===== src/rtl/program_loader_pkg.sv =====
`default_nettype none
// ============================================================================
// Module      : program_loader_pkg
// Description : Shared types and constants for the boot-image loader:
//               FSM state encoding, error codes, default address map and the
//               state-to-output decode used to register the control outputs.
// Revision    : 1.0 - initial release
// ============================================================================
package program_loader_pkg;

    // Default program region when the integrator does not override it
    localparam int unsigned INSTRUCTION_BASE = 32'h0000_00F0;
    localparam int unsigned MEM_DEPTH        = 256;

    localparam logic [1:0] LDR_ERR_NONE = 2'd0;
    localparam logic [1:0] LDR_ERR_OVF  = 2'd1;
    localparam logic [1:0] LDR_ERR_CSUM = 2'd2;

    typedef enum logic [2:0] {
        LDR_IDLE    = 3'd0,
        LDR_ZERO    = 3'd1,
        LDR_LOAD    = 3'd2,
        LDR_VERIFY  = 3'd3,
        LDR_RELEASE = 3'd4,
        LDR_RUN     = 3'd5,
        LDR_DONE    = 3'd6,
        LDR_ERROR   = 3'd7
    } ldr_state_e;

    typedef struct packed {
        logic mem_sel;
        logic core_reset;
        logic trigger;
        logic busy;
        logic done;
        logic error;
        logic img_ready;
    } ldr_outs_t;

    // Control outputs are a pure function of the state being entered, so
    // registering this decode keeps them glitch-free within a state.
    function automatic ldr_outs_t ldr_decode(input ldr_state_e s);
        ldr_outs_t o;
        o = '{mem_sel: 1'b1, core_reset: 1'b1, default: 1'b0};
        case (s)
            LDR_ZERO:    o.busy = 1'b1;
            LDR_LOAD:    begin o.busy = 1'b1; o.img_ready = 1'b1; end
            LDR_VERIFY:  o.busy = 1'b1;
            LDR_RELEASE: begin
                o.busy       = 1'b1;
                o.mem_sel    = 1'b0;
                o.core_reset = 1'b0;
                o.trigger    = 1'b1;
            end
            LDR_RUN:     begin
                o.busy       = 1'b1;
                o.mem_sel    = 1'b0;
                o.core_reset = 1'b0;
            end
            LDR_DONE:    o.done  = 1'b1;
            LDR_ERROR:   o.error = 1'b1;
            default:     o.busy  = 1'b0;
        endcase
        return o;
    endfunction

endpackage
`default_nettype wire


===== src/rtl/program_loader_checksum.sv =====
`default_nettype none
// ============================================================================
// Module      : ldr_checksum
// Description : Modular-sum accumulator with synchronous clear and enable.
//               Data is zero-extended to CSUM_WIDTH before being added.
//               sum_next_o exposes the value the register takes on this edge.
// Revision    : 1.0 - initial release
// ============================================================================
module ldr_checksum #(
    parameter int unsigned DATA_WIDTH = 8,
    parameter int unsigned CSUM_WIDTH = 16
) (
    input  logic                  clk,
    input  logic                  clear_i,
    input  logic                  en_i,
    input  logic [DATA_WIDTH-1:0] data_i,
    output logic [CSUM_WIDTH-1:0] sum_o,
    output logic [CSUM_WIDTH-1:0] sum_next_o
);

    logic [CSUM_WIDTH-1:0] sum_q;

    // Running sum including the current data word when enabled
    always_comb begin
        sum_next_o = en_i ? (sum_q + CSUM_WIDTH'(data_i)) : sum_q;
    end

    // Accumulator register; clear wins over enable
    always_ff @(posedge clk) begin
        if (clear_i) begin
            sum_q <= '0;
        end else begin
            sum_q <= sum_next_o;
        end
    end

    assign sum_o = sum_q;

endmodule
`default_nettype wire


===== src/rtl/program_loader.sv =====
`default_nettype none
// ============================================================================
// Module      : program_loader
// Description : Boot-image loader. Owns the memory port while the core is in
//               reset: zero-fills the program region, streams the image in,
//               optionally reads it back against a checksum, then pulses
//               trigger and lets the core run for RUN_CYCLES cycles.
//               Optional feature macro: PROGRAM_LOADER_VERIFY_EN (read-back
//               checksum verify stage).
// Revision    : 1.0 - initial release
// ============================================================================
module program_loader
    import program_loader_pkg::*;
#(
    parameter int unsigned ADDR_WIDTH = 16,
    parameter int unsigned DATA_WIDTH = 8,
    parameter int unsigned BASE_ADDR  = INSTRUCTION_BASE,
    parameter int unsigned END_ADDR   = MEM_DEPTH - 1,
    parameter int unsigned CSUM_WIDTH = 16,
    parameter int unsigned RUN_CYCLES = 75
) (
    input  logic                  clk,
    input  logic                  reset,
    input  logic                  start_i,
    input  logic                  img_valid_i,
    input  logic [DATA_WIDTH-1:0] img_data_i,
    input  logic                  img_last_i,
    output logic                  img_ready_o,
    output logic                  mem_sel_o,
    output logic [ADDR_WIDTH-1:0] mem_addr_o,
    output logic [DATA_WIDTH-1:0] mem_din_o,
    output logic                  mem_we_o,
    input  logic [DATA_WIDTH-1:0] mem_dout_i,
    output logic                  core_reset_o,
    output logic                  trigger_o,
    output logic                  busy_o,
    output logic                  done_o,
    output logic                  error_o,
    output logic [1:0]            error_code_o,
    output logic [ADDR_WIDTH-1:0] load_count_o
);

    localparam logic [ADDR_WIDTH-1:0] c_base = ADDR_WIDTH'(BASE_ADDR);
    localparam logic [ADDR_WIDTH-1:0] c_end  = ADDR_WIDTH'(END_ADDR);
    localparam int unsigned           c_run_w = (RUN_CYCLES < 2) ? 1 : $clog2(RUN_CYCLES);
    localparam logic [c_run_w-1:0]    c_run_last =
        c_run_w'((RUN_CYCLES == 0) ? 0 : RUN_CYCLES - 1);

    ldr_state_e             state_q, state_d;
    ldr_outs_t              outs_q;
    logic [ADDR_WIDTH-1:0]  ptr_q, ptr_d;
    logic [ADDR_WIDTH-1:0]  cnt_q, cnt_d;
    logic [1:0]             err_q, err_d;
    logic [c_run_w-1:0]     run_q, run_d;

    logic                   w_start;
    logic                   w_beat;
    logic                   w_csum_clr;
    logic [CSUM_WIDTH-1:0]  w_csum;
    logic [CSUM_WIDTH-1:0]  w_csum_next_unused;

    // Start is honoured only when the loader is parked
    assign w_start = start_i && ((state_q == LDR_IDLE) || (state_q == LDR_DONE) ||
                                 (state_q == LDR_ERROR));
    // An accepted image beat; reset drops any beat presented on its edge
    assign w_beat     = (state_q == LDR_LOAD) && img_valid_i && !reset;
    assign w_csum_clr = reset || w_start;

    ldr_checksum #(
        .DATA_WIDTH (DATA_WIDTH),
        .CSUM_WIDTH (CSUM_WIDTH)
    ) u_csum (
        .clk        (clk),
        .clear_i    (w_csum_clr),
        .en_i       (w_beat),
        .data_i     (img_data_i),
        .sum_o      (w_csum),
        .sum_next_o (w_csum_next_unused)
    );

`ifdef PROGRAM_LOADER_VERIFY_EN
    logic [ADDR_WIDTH-1:0]  vcnt_q, vcnt_d;
    logic                   w_rsum_en;
    logic [CSUM_WIDTH-1:0]  w_rsum_unused;
    logic [CSUM_WIDTH-1:0]  w_rsum_next;

    // Read data lags the address by one cycle, so accumulation starts at vcnt 1
    assign w_rsum_en = (state_q == LDR_VERIFY) && (vcnt_q != '0);

    ldr_checksum #(
        .DATA_WIDTH (DATA_WIDTH),
        .CSUM_WIDTH (CSUM_WIDTH)
    ) u_rsum (
        .clk        (clk),
        .clear_i    (reset || (state_q != LDR_VERIFY)),
        .en_i       (w_rsum_en),
        .data_i     (mem_dout_i),
        .sum_o      (w_rsum_unused),
        .sum_next_o (w_rsum_next)
    );
`else
    logic w_unused;
    assign w_unused = ^{mem_dout_i, w_csum};
`endif

    // Next-state and datapath update rules
    always_comb begin
        state_d = state_q;
        ptr_d   = ptr_q;
        cnt_d   = cnt_q;
        err_d   = err_q;
        run_d   = run_q;
`ifdef PROGRAM_LOADER_VERIFY_EN
        vcnt_d  = vcnt_q;
`endif
        case (state_q)
            LDR_IDLE, LDR_DONE, LDR_ERROR: begin
                if (w_start) begin
                    state_d = LDR_ZERO;
                    ptr_d   = c_base;
                    cnt_d   = '0;
                    err_d   = LDR_ERR_NONE;
                end
            end
            LDR_ZERO: begin
                if (ptr_q == c_end) begin
                    ptr_d   = c_base;
                    state_d = LDR_LOAD;
                end else begin
                    ptr_d = ptr_q + 1'b1;
                end
            end
            LDR_LOAD: begin
                if (w_beat) begin
                    ptr_d = ptr_q + 1'b1;
                    cnt_d = cnt_q + 1'b1;
                    if (img_last_i) begin
`ifdef PROGRAM_LOADER_VERIFY_EN
                        state_d = LDR_VERIFY;
                        vcnt_d  = '0;
`else
                        state_d = LDR_RELEASE;
`endif
                    end else if (ptr_q == c_end) begin
                        state_d = LDR_ERROR;
                        err_d   = LDR_ERR_OVF;
                    end
                end
            end
`ifdef PROGRAM_LOADER_VERIFY_EN
            LDR_VERIFY: begin
                // Last read data is on mem_dout when vcnt equals the beat count
                if (vcnt_q == cnt_q) begin
                    if (w_rsum_next == w_csum) begin
                        state_d = LDR_RELEASE;
                    end else begin
                        state_d = LDR_ERROR;
                        err_d   = LDR_ERR_CSUM;
                    end
                end else begin
                    vcnt_d = vcnt_q + 1'b1;
                end
            end
`endif
            LDR_RELEASE: begin
                state_d = LDR_RUN;
                run_d   = '0;
            end
            LDR_RUN: begin
                // RUN_CYCLES of zero keeps the core running until reset
                if ((RUN_CYCLES != 0) && (run_q == c_run_last)) begin
                    state_d = LDR_DONE;
                end else if (RUN_CYCLES != 0) begin
                    run_d = run_q + 1'b1;
                end
            end
            default: state_d = LDR_IDLE;
        endcase
    end

    // Memory port: writes in ZERO and on accepted beats, reads in VERIFY
    always_comb begin
        mem_we_o   = 1'b0;
        mem_addr_o = ptr_q;
        mem_din_o  = '0;
        case (state_q)
            LDR_ZERO: mem_we_o = !reset;
            LDR_LOAD: begin
                mem_we_o  = w_beat;
                mem_din_o = img_data_i;
            end
`ifdef PROGRAM_LOADER_VERIFY_EN
            LDR_VERIFY: mem_addr_o = c_base + vcnt_q;
`endif
            default: mem_we_o = 1'b0;
        endcase
    end

    // State, datapath and registered control outputs
    always_ff @(posedge clk) begin
        if (reset) begin
            state_q <= LDR_IDLE;
            outs_q  <= ldr_decode(LDR_IDLE);
            ptr_q   <= c_base;
            cnt_q   <= '0;
            err_q   <= LDR_ERR_NONE;
            run_q   <= '0;
`ifdef PROGRAM_LOADER_VERIFY_EN
            vcnt_q  <= '0;
`endif
        end else begin
            state_q <= state_d;
            outs_q  <= ldr_decode(state_d);
            ptr_q   <= ptr_d;
            cnt_q   <= cnt_d;
            err_q   <= err_d;
            run_q   <= run_d;
`ifdef PROGRAM_LOADER_VERIFY_EN
            vcnt_q  <= vcnt_d;
`endif
        end
    end

    assign img_ready_o  = outs_q.img_ready;
    assign mem_sel_o    = outs_q.mem_sel;
    assign core_reset_o = outs_q.core_reset;
    assign trigger_o    = outs_q.trigger;
    assign busy_o       = outs_q.busy;
    assign done_o       = outs_q.done;
    assign error_o      = outs_q.error;
    assign error_code_o = err_q;
    assign load_count_o = cnt_q;

endmodule
`default_nettype wire


===== config.mk =====
export PLATFORM = sky130hd
export DESIGN_NAME = program_loader
export DESIGN_NICKNAME = d
export VERILOG_FILES = /design/src/rtl/program_loader_pkg.sv /design/src/rtl/program_loader_checksum.sv /design/src/rtl/program_loader.sv
export SDC_FILE = /design/constraint.sdc
export NUM_CORES = 1
export LEC_CHECK = 0
export ABC_AREA = 1
export CORE_UTILIZATION = 30
export CTS_CLUSTER_SIZE = 16
export DETAILED_ROUTE_END_ITERATION = 12
export PLACE_DENSITY_LB_ADDON = 0.05
export SETUP_SLACK_MARGIN = 0.05
export SYNTH_ARGS = -nofsm -noshare
export SYNTH_HDL_FRONTEND = slang
export SYNTH_SLANG_ARGS = --single-unit

===== constraint.sdc =====
create_clock -name clk -period 3.35 [get_ports clk]
set_input_delay 0.67 -clock clk [delete_from_list [all_inputs] [get_ports clk]]
set_output_delay 0.67 -clock clk [all_outputs]
set_load 0.01 [all_outputs]

* Yosys cells after proc, flatten, opt, wreduce, memory -nomap -nowiden
Cells that the tools add are included.
W data, S select, Z words.
** Cells by class
- Add/subtract/negate cells :: 3
- Equal/unequal tests :: 20
- Mux-type cells :: 29
- Reductions and logical operators :: 17
** Operators by type and width (number)
- $mux W16 :: 5
- $pmux W16 S3 :: 1
- $add A16 B1 Y16 const B :: 2
- $pmux W16 S2 :: 1
- $eq A3 B3 Y1 const B :: 8
- $mux W3 :: 6
- $eq A16 B8 Y1 const B :: 1
- $pmux W3 S5 :: 1
- $pmux W7 S2 :: 1
- $mux W2 :: 5
- $eq A3 B2 Y1 const B :: 3
- $mux W8 :: 1
- $add A7 B1 Y7 const B :: 1
- $eq A7 B7 Y1 const B :: 1
- $mux W7 :: 1
- $eq A3 B1 Y1 const B :: 2
- $ne A2 B2 Y1 const B :: 3
- $reduce_and A3 Y1 :: 2
- $mux W1 :: 5
- $reduce_and A5 Y1 :: 1
- $reduce_or A5 Y1 :: 1
- $ne A2 B1 Y1 const B :: 2
- $pmux W2 S2 :: 1
- $reduce_bool A2 Y1 :: 2
- other kinds (9) :: 12
** Word-level totals
- Register bits after elaboration :: 51
- Input port bits :: 21

* Logic depth before layout (Yosys ltp)
- Word-level depth :: 9
- Mapped depth :: 12
- Depth with buffers taken out :: 12

* Least setup slack after synthesis
Ideal clock, no wire load.
- Kind :: input to register
- Start point :: input reset
- End point :: register outs_q (netlist bit busy_o)
- Setup time :: 58 ps
- Data arrival time :: 1889 ps
- Required time :: 3292 ps
- Slack :: 1403 ps
- Stages on the path :: 11
- Buffers on the path :: 0
- Cells stage by stage :: inv_2 nand2_2 nor2_1 nand2_1 nand2_1 nand2_1 nand2_1 inv_1 ha_1 or2_2 nand2_1
** Between the ends
- Cells in the longest elaborated chain, start to end :: 7
- Elaborated cells on any way between the ends :: 11
- Classes of those cells :: eq/ne (5); mux (3); reduce/logical (3)
** RTL lines
- start, declared :: line program_loader.sv:23 : input logic reset,
- $logic_not A1 Y1 :: line program_loader.sv:66 : assign w_beat = (state_q == LDR_LOAD) && img_valid_i && !reset;
- $logic_and A1 B1 Y1 :: line program_loader.sv:66
- $mux W3 :: line program_loader.sv:134 : if (w_beat) begin
- $pmux W3 S5 :: line program_loader.sv:116 : case (state_q)
- $eq A3 B3 Y1, or another cell as far along :: line program_loader_pkg.sv:45 : case (s)
- $reduce_or A5 Y1 (no line)
- $mux W1 :: line program_loader_pkg.sv:45
- end signal, assigned :: line program_loader.sv:203 : outs_q <= ldr_decode(LDR_IDLE);
- end signal, assigned :: line program_loader.sv:213 : outs_q <= ldr_decode(state_d);
- end, declared :: line program_loader.sv:50 : ldr_outs_t outs_q;
Several ways; a longest one is shown, not always the timed one.
A chain may end at the register's enable or synchronous reset.

* Final worst setup path
- Start point :: input reset
- End point :: output mem_we_o
** Between the ends
- Cells in the longest elaborated chain, start to end :: 3
** RTL lines
- $logic_not A1 Y1 (*) :: line program_loader.sv:66, program_loader.sv:187
- $logic_and A1 B1 Y1 :: line program_loader.sv:66
- $pmux W1 S2 (*) :: line program_loader.sv:186 : case (state_q)
- end, declared :: line program_loader.sv:32 : output logic mem_we_o,
Mark *: on every way between the ends. The rest lies on a longest branch, timed or not.

==> results summary <==
The class of the most critical setup path is primary input to primary output. The portion of total power attributed to sequential cells is 51.3%. Buffers placed on the I/O ports in this run total 61. The largest total area in the synthesized netlist belongs to sky130_fd_sc_hd__dfxtp_1. The DRC marker count from the first detailed-route iteration came out at 70. The total setup violations reported at the end of the flow is 0. The count of cells along the worst hold path came out at 2. The worst setup path is captured at a primary output. The routed layout has 2667 vias. The latest clock arrival within the worst-skew pair is 0.30 ns. Among all cell types in the netlist, the one instantiated most often is sky130_fd_sc_hd__nand2_1. The startpoint identified for the worst hold timing path is run_q[3]. The buffer type at the clock tree root is sky130_fd_sc_hd__clkbuf_8. The worst setup path is launched from a primary input. The worst hold path terminates at run_q[3].

The flow ran to the end, and the final reports show no timing, DRC or antenna violations. By area the synthesized netlist is led by sky130_fd_sc_hd__dfxtp_1 36%, sky130_fd_sc_hd__nand2_1 14%, sky130_fd_sc_hd__nor2_1 11%, sky130_fd_sc_hd__inv_1 9.6%, sky130_fd_sc_hd__nand3_1 6.3%. The total detailed-routing wirelength came out at 6.546 mm. Dividing total power by cell area gives a power density of 330.9 nW/um2. The final worst-path setup slack is 0.4734 ns.

The global routing stage identified its most utilized layer as met2. The highest fanout seen on the critical path is 8. The worst register-to-register path begins at mem_addr_o[0]. Counting along the longest clock path gives a buffer depth of 2. The post-route antenna net violation count came out at 0. The setup clock skew after layout came out at 0.006709 ns. The switching power came out at 0.0002820 W.

The Yosys step of the flow raised 0 warnings. The maximum ir drop on the vdd rail is 194.4 uV. The number of H-tree branching levels came out at 2. The synthesis-to-layout area growth came out at 30.43%. Subtracting the final worst setup slack from the clock period gives 2.877 ns.

The maximum clock frequency is 0.3476 GHz. The worst register-to-register path ends at busy_o. The number of antenna violations at the first check in global routing came out at 0. The worst setup slack for register-to-register paths is 1.17 ns.

The post-detailed-route via-to-cell ratio came out at 4.416. Cells with a size suffix above 1 make up 5.040% of the layout. In the synthesized netlist the dominant register cell turns out to be sky130_fd_sc_hd__dfxtp_1. The die area is 9388 um2.

The net switching fraction of the power came out at 24.19%. The global-route wire length before repair came out at 11.16 mm. The power share of the combinational group came out at 10.6%.

For met2 alone, demand over resource in global routing was 21.99%. At the end of routability-driven placement, the weighted congestion stood at 0.7922. The number of placed I/O pins is 71. Measured along the x axis, the die boundary spans 96.89 um. The total negative setup slack came out at 0 ns. The synthesis-stage register bit count is 49. For the worst flop-to-flop path, the logic depth is 11. The tightest min-delay check is of the flop to flop type. Setup repair after global routing left no endpoint under its margin. The worst endpoint required time came out at 2.68 ns. The final number of max-transition violations came out at 0. In the synthesized netlist, the cells that appear most often are 103 x sky130_fd_sc_hd__nand2_1, 78 x sky130_fd_sc_hd__nor2_1, 69 x sky130_fd_sc_hd__inv_1.

The data arrival time of the worst path is 2.21 ns. 0 antenna diodes ended up in the layout. The power consumption is 0.001166 W.

The number of clock sinks seen by CTS came out at 49. Before antenna repair, the detailed router went through 4 iterations. Cell internal power was estimated by the tool at 0.0008839 W. TritonCTS built the clock tree.

The detailed-placement wirelength estimate is 5.010 mm. The global-route congestion overflow total is 0. The share of synthesized area in the top cell type comes to 36.31%. In the global route stage, met3 resource usage came out at 2.962%. The startpoint of the most critical setup path is reset.

The synthesized design contains 0 enable-type register cells. The cell count after synthesis is 433. The floorplan has 34 rows. The count of final hold-check violations is 0. After layout, the worst path uses 85.87% of the clock period.

The final layout net count came out at 521. The DRC violation count after routing is 0. The setup slack at placement came out at 0.4931 ns. The clock network is responsible for 38.1% of the overall power.

Across the run, the number of max-cap violations was 0. The post-cts resize count is 0. The total leakage power is 1.462 nW. The final standard cell utilization of the core is 40.40%. The worst slew slack as a fraction of its limit is 66.10%. The clock transition time at the flip-flop clock pins of the worst setup and hold paths came out at 0.09 ns. The initial cell density of the core is 30.98%. In this run the cell area of the synthesized design comes to 2701 um2. The transition time at the pin with the least slew margin is 0.5072 ns. The vertical die dimension is 96.89 um.

The fraction of synthesis flops using an asynchronous set or reset pin is 0%. The global routing usage summed across all routing layers came out at 14.40%. For this run, global-route usage on met1 was measured as 20.39%.

The total area inside the core boundary comes to 8721 um2. The via count of the first global-routing pass is 2392. The number of buffers inserted to repair setup after CTS came out at 0. Dividing the detail-routed wire length by the instance count gives 10.84 um.

Counting distinct cell types in the post-synthesis netlist gives 31. For this design, the CTS-stage hold fixing added 0 buffers. Hold is met by 0.4864 ns.

The number of clock buffers added by TritonCTS is 5. The pin count of the biggest net entering global routing came out at 15. Of the synthesized area, sequential elements account for 36.31%. After filler insertion, the fill cell instance count of the layout stands at 914. The number of nets handed over by synthesis was 459. After synthesis, the mean cell area works out to 6.239 um2.
-- cell usage in the layout (no fill, tap or decap), drive strengths merged, types with 2 or more instances in the layout --
master / instances
nor2: 86
nand4: 8
a21oi: 20
nand3: 35
nor3: 12
buf: 2
clkbuf: 7
o22ai: 2
inv: 72
dfxtp: 49
nand2: 105
o21ai: 20
ha: 5
clkdlybuf4s50: 61
o21bai: 2
or2: 3
-- power groups by stage --
stage / Sequential, W / Combinational, W / Clock, W
floorplan: 0.000613 / 0.0000748 / 0
global placement: 0.000613 / 0.000124 / 0
detailed placement: 0.000613 / 0.000125 / 0
CTS: 0.000599 / 0.000126 / 0.000466
global route: 0.000600 / 0.000139 / 0.000487
finish: 0.000599 / 0.000124 / 0.000444
-- worst max-delay path by stage --
stage	slack (ns)	cells past startpoint	to
final	0.47	5	mem_we_o
after global placement	0.50	5	mem_we_o
after floorplan	1.40	11	busy_o
after global routing	0.41	5	mem_we_o
after detailed placement	0.49	5	mem_we_o
after CTS	0.47	5	mem_we_o
-- logic make-up after synthesis --
| group | count (synthesis) | synth area share, % |
|---|---|---|
| DFF | 49 | 36.31 |
| buffers and inverters | 81 | 12.18 |
| xor gates and xnor gates | 2 | 0.6486 |
| other | 1 | 0.1388 |
| AOI/OAI and AO/OA | 45 | 8.847 |
| adders and majority gates | 5 | 2.316 |
| and+or+nand+nor | 250 | 39.56 |
-- sequential cells by signal, summed over array words and instances, names as in the netlist --
signal        flops
busy_o            1
done_o            1
error_code_o      1
error_o           1
img_ready_o       1
load_count_o     16
mem_addr_o       16
mem_sel_o         1
run_q             7
state_q           3
trigger_o         1
-- layout make-up --
type / instances / area (um2) / area share, %
repair buffers: 63 / 625.6 / 17.76
multi-input cells: 303 / 1391 / 39.49
inverters: 73 / 274.0 / 7.777
flip-flops and latches: 49 / 980.9 / 27.84
clock buffers: 7 / 86.33 / 2.450
well taps: 108 / 135.1 / 3.835
clock inverters: 1 / 30.03 / 0.8523
-- routing by layer --
metal / part of all wire (%) / wire length, um
met1: 53 / 3492
met3: 2.9 / 190
met4: 0.81 / 53
met5: 0 / 0
met2: 43 / 2810
-- worst max-delay path, cell delays in order --
cell and delay [ns]:
sky130_fd_sc_hd__clkdlybuf4s50_1 0.45, sky130_fd_sc_hd__inv_2 0.17, sky130_fd_sc_hd__nand2_2 0.10, sky130_fd_sc_hd__o22ai_1 0.22
sky130_fd_sc_hd__clkdlybuf4s50_1 0.58
-- stage by stage --
stage,cells,cell area [um2]
after floorplan,433,2701
after global placement,596,3407
after detailed placement,596,3407
after CTS,604,3523
after global routing,604,3523
final,604,3523
Note: power is estimated with default switching activity, not from simulation.
